<file path="config.mk">
export PLATFORM = sky130hd
export DESIGN_NAME = phase_scheduler
export DESIGN_NICKNAME = d
export VERILOG_FILES = /design/src/rtl/phase_ctrl_pkg.sv /design/src/rtl/sample_skid_buf.sv /design/src/rtl/phase_scheduler.sv
export SDC_FILE = /design/constraint.sdc
export NUM_CORES = 1
export LEC_CHECK = 0
export ABC_AREA = 1
export CORE_MARGIN = 3
export CORE_UTILIZATION = 47
export DETAILED_ROUTE_END_ITERATION = 6
export GPL_TIMING_DRIVEN = 0
export PLACE_DENSITY = 0.79
export SYNTH_ARGS = -nofsm -noshare
export SYNTH_HDL_FRONTEND = slang
export SYNTH_SLANG_ARGS = --single-unit
</file>
<file path="constraint.sdc">
create_clock -name clock -period 2 [get_ports clock]
set_clock_uncertainty 0.2 [all_clocks]
set_input_delay 0.4 -clock clock [delete_from_list [all_inputs] [get_ports clock]]
set_output_delay 0.4 -clock clock [all_outputs]
set_load 0.005 [all_outputs]
</file>
<file path="src/rtl/phase_ctrl_pkg.sv">
// Shared constants for the phase scheduler: FSM state encoding and default sizing.
package phase_ctrl_pkg;

  localparam int DEF_W       = 16;
  localparam int DEF_LATENCY = 188;

  localparam logic [2:0] ST_IDLE    = 3'd0;
  localparam logic [2:0] ST_PULSE   = 3'd1;
  localparam logic [2:0] ST_WAIT    = 3'd2;
  localparam logic [2:0] ST_CAPTURE = 3'd3;
  localparam logic [2:0] ST_HALT    = 3'd4;

endpackage

</file>
<file path="src/rtl/sample_skid_buf.sv">
// One-entry holding register for a 4-channel sample that arrives while a conversion is in flight.
module sample_skid_buf
  import phase_ctrl_pkg::*;
#(
  parameter int W = DEF_W
) (
  input  logic           clk_i,
  input  logic           rst_ni,
  input  logic           clr_i,
  input  logic           wr_i,
  input  logic           rd_i,
  input  logic [4*W-1:0] wr_data_i,
  output logic [4*W-1:0] rd_data_o,
  output logic           full_o
);

  logic [4*W-1:0] data_q, data_d;
  logic           full_q, full_d;

  // A simultaneous read and write hands out the old entry and keeps the new one.
  always_comb begin
    data_d = data_q;
    full_d = full_q;
    if (clr_i) begin
      full_d = 1'b0;
    end else if (wr_i) begin
      data_d = wr_data_i;
      full_d = 1'b1;
    end else if (rd_i) begin
      full_d = 1'b0;
    end
  end

  always_ff @(posedge clk_i or negedge rst_ni) begin
    if (!rst_ni) begin
      data_q <= '0;
      full_q <= 1'b0;
    end else begin
      data_q <= data_d;
      full_q <= full_d;
    end
  end

  assign rd_data_o = data_q;
  assign full_o    = full_q;

endmodule

</file>
<file path="src/rtl/phase_scheduler.sv">
// Sequencer in front of all_phase: launches one conversion per accepted sample, waits the fixed
// latency, captures the six phase differences and manages burst / overrun bookkeeping.
module phase_scheduler
  import phase_ctrl_pkg::*;
#(
  parameter int W       = DEF_W,
  parameter int LATENCY = DEF_LATENCY,
  parameter int CNT_W   = 16,
  parameter int OVR_W   = 8
) (
  input  logic             clock,
  input  logic             reset,
  input  logic             run,
  input  logic [CNT_W-1:0] burst_len,
  input  logic             smp_valid,
  input  logic [W-1:0]     smp_rx1,
  input  logic [W-1:0]     smp_rx2,
  input  logic [W-1:0]     smp_rx3,
  input  logic [W-1:0]     smp_rx4,
  output logic             ph_enable,
  output logic [W-1:0]     ph_rx1,
  output logic [W-1:0]     ph_rx2,
  output logic [W-1:0]     ph_rx3,
  output logic [W-1:0]     ph_rx4,
  input  logic [W-1:0]     ph_diff1,
  input  logic [W-1:0]     ph_diff2,
  input  logic [W-1:0]     ph_diff3,
  input  logic [W-1:0]     ph_diff4,
  input  logic [W-1:0]     ph_diff5,
  input  logic [W-1:0]     ph_diff6,
  output logic [W-1:0]     out_diff1,
  output logic [W-1:0]     out_diff2,
  output logic [W-1:0]     out_diff3,
  output logic [W-1:0]     out_diff4,
  output logic [W-1:0]     out_diff5,
  output logic [W-1:0]     out_diff6,
  output logic             out_valid,
  output logic             busy,
  output logic             done,
  output logic [CNT_W-1:0] sample_cnt,
  output logic [OVR_W-1:0] overrun_cnt
);

  localparam int               LCW       = $clog2(LATENCY);
  localparam logic [LCW-1:0]   WAIT_LAST = LCW'(LATENCY - 1);

  function automatic logic [OVR_W-1:0] sat_inc(input logic [OVR_W-1:0] v);
    return (&v) ? v : v + OVR_W'(1);
  endfunction

  logic [2:0]          state_q, state_d;
  logic [LCW-1:0]      wait_q, wait_d;
  logic                run_q;
  logic [CNT_W-1:0]    burst_q, burst_d;
  logic [CNT_W-1:0]    cnt_q, cnt_d, cnt_inc;
  logic [OVR_W-1:0]    ovr_q, ovr_d;
  logic [3:0][W-1:0]   rx_q, rx_d;
  logic [5:0][W-1:0]   diff_q, diff_d;
  logic                en_q, en_d;
  logic                valid_q, valid_d;
  logic                done_q, done_d;

  logic [3:0][W-1:0]   smp_pack;
  logic [5:0][W-1:0]   ph_diff_pack;
  logic [4*W-1:0]      skid_data;
  logic                skid_full, skid_rd, skid_wr;
  logic                run_rise, direct, smp_ok, overrun;

  assign smp_pack     = {smp_rx4, smp_rx3, smp_rx2, smp_rx1};
  assign ph_diff_pack = {ph_diff6, ph_diff5, ph_diff4, ph_diff3, ph_diff2, ph_diff1};
  assign run_rise     = run & ~run_q;
  assign cnt_inc      = cnt_q + CNT_W'(1);

  // Samples outside a run or after a finished burst are ignored entirely.
  assign smp_ok  = smp_valid & run & (state_q != ST_HALT);
  assign skid_wr = smp_ok & ~direct & (~skid_full | skid_rd);
  assign overrun = smp_ok & ~direct & skid_full & ~skid_rd;

  sample_skid_buf #(.W(W)) u_skid (
    .clk_i     (clock),
    .rst_ni    (reset),
    .clr_i     (~run),
    .wr_i      (skid_wr),
    .rd_i      (skid_rd),
    .wr_data_i (smp_pack),
    .rd_data_o (skid_data),
    .full_o    (skid_full)
  );

  always_comb begin
    state_d = state_q;
    wait_d  = wait_q;
    burst_d = burst_q;
    cnt_d   = cnt_q;
    ovr_d   = ovr_q;
    rx_d    = rx_q;
    diff_d  = diff_q;
    en_d    = 1'b0;
    valid_d = 1'b0;
    done_d  = 1'b0;
    skid_rd = 1'b0;
    direct  = 1'b0;
    case (state_q)
      ST_IDLE: begin
        if (run) begin
          if (skid_full) begin
            skid_rd = 1'b1;
            rx_d    = skid_data;
            en_d    = 1'b1;
            state_d = ST_PULSE;
          end else if (smp_valid) begin
            direct  = 1'b1;
            rx_d    = smp_pack;
            en_d    = 1'b1;
            state_d = ST_PULSE;
          end
        end
      end
      ST_PULSE: begin
        wait_d  = '0;
        state_d = ST_WAIT;
      end
      ST_WAIT: begin
        if (wait_q == WAIT_LAST) state_d = ST_CAPTURE;
        else                     wait_d  = wait_q + LCW'(1);
      end
      ST_CAPTURE: begin
        diff_d  = ph_diff_pack;
        valid_d = 1'b1;
        cnt_d   = cnt_inc;
        if ((burst_q != '0) && (cnt_inc == burst_q)) begin
          done_d  = 1'b1;
          state_d = ST_HALT;
        end else begin
          state_d = ST_IDLE;
        end
      end
      ST_HALT: begin
        if (run_rise) state_d = ST_IDLE;
      end
      default: state_d = ST_IDLE;
    endcase
    // A new run restarts the bookkeeping; this takes priority over same-cycle updates.
    if (run_rise) begin
      cnt_d   = '0;
      ovr_d   = '0;
      burst_d = burst_len;
    end else if (overrun) begin
      ovr_d = sat_inc(ovr_q);
    end
  end

  always_ff @(posedge clock or negedge reset) begin
    if (!reset) begin
      state_q <= ST_IDLE;
      wait_q  <= '0;
      run_q   <= 1'b0;
      burst_q <= '0;
      cnt_q   <= '0;
      ovr_q   <= '0;
      rx_q    <= '0;
      diff_q  <= '0;
      en_q    <= 1'b0;
      valid_q <= 1'b0;
      done_q  <= 1'b0;
    end else begin
      state_q <= state_d;
      wait_q  <= wait_d;
      run_q   <= run;
      burst_q <= burst_d;
      cnt_q   <= cnt_d;
      ovr_q   <= ovr_d;
      rx_q    <= rx_d;
      diff_q  <= diff_d;
      en_q    <= en_d;
      valid_q <= valid_d;
      done_q  <= done_d;
    end
  end

  assign ph_enable   = en_q;
  assign ph_rx1      = rx_q[0];
  assign ph_rx2      = rx_q[1];
  assign ph_rx3      = rx_q[2];
  assign ph_rx4      = rx_q[3];
  assign out_diff1   = diff_q[0];
  assign out_diff2   = diff_q[1];
  assign out_diff3   = diff_q[2];
  assign out_diff4   = diff_q[3];
  assign out_diff5   = diff_q[4];
  assign out_diff6   = diff_q[5];
  assign out_valid   = valid_q;
  assign done        = done_q;
  assign busy        = (state_q == ST_PULSE) || (state_q == ST_WAIT) || (state_q == ST_CAPTURE);
  assign sample_cnt  = cnt_q;
  assign overrun_cnt = ovr_q;

endmodule

</file>
==> key figures, run 1 <==
Yosys
  • Synth cell types: 30
  • FFs w/ async S/R, synth: 1.00
  • Post-Syn Nets: 1620
  • Cell with the most instances after synthesis: nand2_1
  • Yosys reg bits: 280
  • Synth Instances: 1437
  • Post-synth top cells: nand2_1, dfrtp_1, nor2_1, a21oi_1, inv_1
  • Sequential share of the synthesized area: 0.585
  • Mean Syn Cell Area: 8.34 sq um
  • Yosys top cell area share: 0.585
  • Post-synth top flop: dfrtp_1
  • Post-Syn Area: 0.0120 sq mm
  • Post-synth EDFFs: 0
  • Yosys warning total: 0
  • Top cells by area, synth: dfrtp_1, nand2_1, a21oi_1
  • Area leader, netlist: dfrtp_1

Global route
  • Initial antenna violation count: 3
  • Total grt overflow: 0
  • Largest net degree at the start of global routing: between 100 and 150
  • First-pass GRT wire length: 61.3 mm
  • GRT Resource Usage Total: 0.271
  • Vias in the first global route: 11539

Placement
  • DPL Wire Length: 27.4 mm
  • Count of buffers from port buffering: 367
  • Gpl congestion: 0.915
  • Placed inst area: 0.0161 sq mm

Route
  • Met1 WL: 15.3 mm
  • Routed WL per cell: 17.5 um
  • Highest routed layer: met4
  • Remaining antenna violation count: 0
  • Vias: around 12000
  • Initial drt markers: 950
  • Residual DRC count: 0
  • Final WL: 38.9 mm
  • First drt pass iteration count: 5
  • Routed length on met2: 18.9 mm
  • Met3 WL post-DR: 3.00 mm
  • Post-DR vias/cell: 5.20

Floorplanning
  • Die ar.: between 0.02 and 0.03 sq mm
  • I/O Pins: 368
  • Core footprint: 0.0247 sq mm
  • Row count: 57
  • Initial Utilization: 0.485
  • Die H: between 150 and 200 um
  • Die width: 166 um

Critical path
  • Worst Reg-to-Reg Cells: 11
  • Worst setup startpoint: state_q[1]
  • Req. time, crit path: 1400 ps
  • CP Capture Type: output port
  • Worst Path Arrival: 1430 ps
  • Critical path startpoint category: flip-flop
  • Crit Path Max Fanout: 4
  • Reg2reg end: state_q[2]
  • Crit Path Category: flip-flop to output port
  • FF-to-FF Start: sample_cnt[1]
  • Flop-to-flop setup slack: ~30 ps

Finish
  • Final Cell Area: 0.0175 sq mm
  • Nets@finish: about 2000
  • Layout cell share with drive strength beyond 1: 0.102
  • Area grow syn2layout: 46.0%

Status
  • Failing checks: negative setup slack
  • Status: finished, violations left

STA
  • Final slew viol count: 0
  • Worst hold slack: 187 ps
  • Final min period: 2030 ps
  • Slew @ Worst Pin: approximately 600 ps
  • Final worst slack: -33.7 ps
  • Slew headroom: 0.599
  • F_max: 492 MHz
  • Final setup vio count: 1
  • Final hold violation count: 0
  • Tcrit/Tclk final: 1.02
  • Unrepaired setup endpoints after global routing: yes

Hold path
  • Hold Path Class: primary input to flip-flop
  • Hold Crit Start: ph_diff4[9]
  • Hold Path End: out_diff4[9]
  • Hold Path Stages: 3

Clock tree
  • Skew-Pair Late Insertion Delay: 550 ps
  • CTS H-tree depth: 1
  • Clock buffers created by TritonCTS: 30
  • Root buf cell: clkbuf_16
  • CTS tree: done
  • Longest Clk Path Bufs: 3
  • Clk sinks: 280
  • Clk pin slew, worst setup/hold paths: ~60 ps

Power
  • Pwr Total: 24.0 mW
  • Max IR drop VDD: 0.000839 V
  • Power density cells: 1370 mW/mm^2
  • Leak: just under 9 nW

Run
  • Max-Cap Viols: 0
==> layout by cell type (no fill, tap or decap), drive strengths merged, types with 2 or more instances in the layout <==
cell	netlist	layout
a21oi	135	135
buf	30	66
bufinv	0	4
clkbuf	40	80
clkdlybuf4s50	0	178
clkinv	1	6
clkinvlp	0	4
dfrtp	280	280
diode	0	3
dlygate4sd2	0	181
dlymetal6s2s	0	4
ha	3	3
inv	114	115
nand2	476	476
nand3	36	36
nand3b	3	3
nand4	9	9
nor2	180	180
nor3	8	8
o21ai	94	94
o21bai	2	2
o22ai	9	9
xnor2	3	3
xnor3	4	4
xor2	7	7
==> stage by stage <==
step / setup TNS [ps] / std cells / util / worst slack (ps)
after floorplan: 0 / 1437 / - / 208
after global placement: -3370670 / 2128 / 0.651 / -11800
after detailed placement: -77840 / 2130 / 0.653 / -586
after CTS: -156 / 2206 / 0.696 / -142
after global routing: -378 / 2218 / 0.709 / -69.9
final: -33.7 / 2218 / 0.709 / -33.7
==> worst max-delay path by stage <==
stage | cells past startpoint | end
3_5_place_dp | 8 | sample_cnt[13]
2_1_floorplan | 13 | state_q[2]
6_report | 4 | busy
4_1_cts | 3 | busy
5_1_grt | 11 | state_q[2]
3_3_place_gp | 1 | ph_rx2[6]
==> power breakdown <==
group | switching, mW | leakage, nW | internal (mW)
clock network | 2.31 | 0.510 | 3.56
registers | 1.33 | 3.42 | 8.06
logic | 4.84 | 4.95 | 3.89
total | 8.47 | 8.89 | 15.5
==> per-layer routing <==
metal,global-route usage,vias to the layer above
met5,0,-
met4,0.0973,0
met3,0.0603,104
met2,0.461,497
met1,0.343,5531
li1,-,5401
==> final cells by class <==
| class | count | area [sq um] |
|---|---|---|
| clock buffers | 40 | 870 |
| plain buffers | 68 | 343 |
| multi-input cells | 972 | 4460 |
| repair buffers | 402 | 3770 |
| diodes | 3 | 7.51 |
| flip-flops and latches | 280 | 7020 |
| inverters | 115 | 432 |
| clock inverters | 14 | 184 |
| fillers | 1932 | 7190 |
| well taps | 324 | 405 |
==> critical path, cell delays in order, from the launching register on <==
cell and delay, ps:
dfrtp_2 460, nor2_4 160, buf_6 120, nor2_4 30
buf_6 110
==> what timing repair did <==
item                                    4_1_cts  5_1_grt
pin swaps                                     3       18
endpoints found under the hold margin        66        0
gates resized for setup                     220      101
endpoints found under the setup margin      363      178
setup buffers                                22       10
hold buffers                                  1        0
==> registers in the layout, summed over array words and instances (netlist names), 8 cells and up <==
signal,cells
wait_q,8
out_diff4,16
u_skid.rd_data_o,64
overrun_cnt,8
out_diff1,16
ph_rx1,16
ph_rx3,16
out_diff6,16
ph_rx4,16
out_diff3,16
sample_cnt,16
out_diff5,16
burst_q,16
ph_rx2,16
out_diff2,16
==> logic make-up (layout without fill, tap and decap cells) <==
kind of cell,count (synthesis),after routing,synth area share
adder cells (fa/ha/maj),3,3,0.00313
other,0,3,0
AO/OA/AOI/OAI,242,242,0.103
flip-flops,280,280,0.585
buffers and inverters,185,639,0.0605
XOR/XNOR,14,14,0.0148
AND/OR/NAND/NOR,713,713,0.233
No activity file was read; power rests on OpenSTA's default activity.
==> inputs of run 2 (changes only) <==
--- a/config.mk
+++ b/config.mk
@@ -6,6 +6,7 @@
 export NUM_CORES = 1
 export LEC_CHECK = 0
 export ABC_AREA = 1
+export CAP_MARGIN = 0
 export CORE_MARGIN = 3
 export CORE_UTILIZATION = 47
 export DETAILED_ROUTE_END_ITERATION = 6
==> results of run 2 <==
Same layout as run 1: the final DEF is identical, and so are final timing and power.
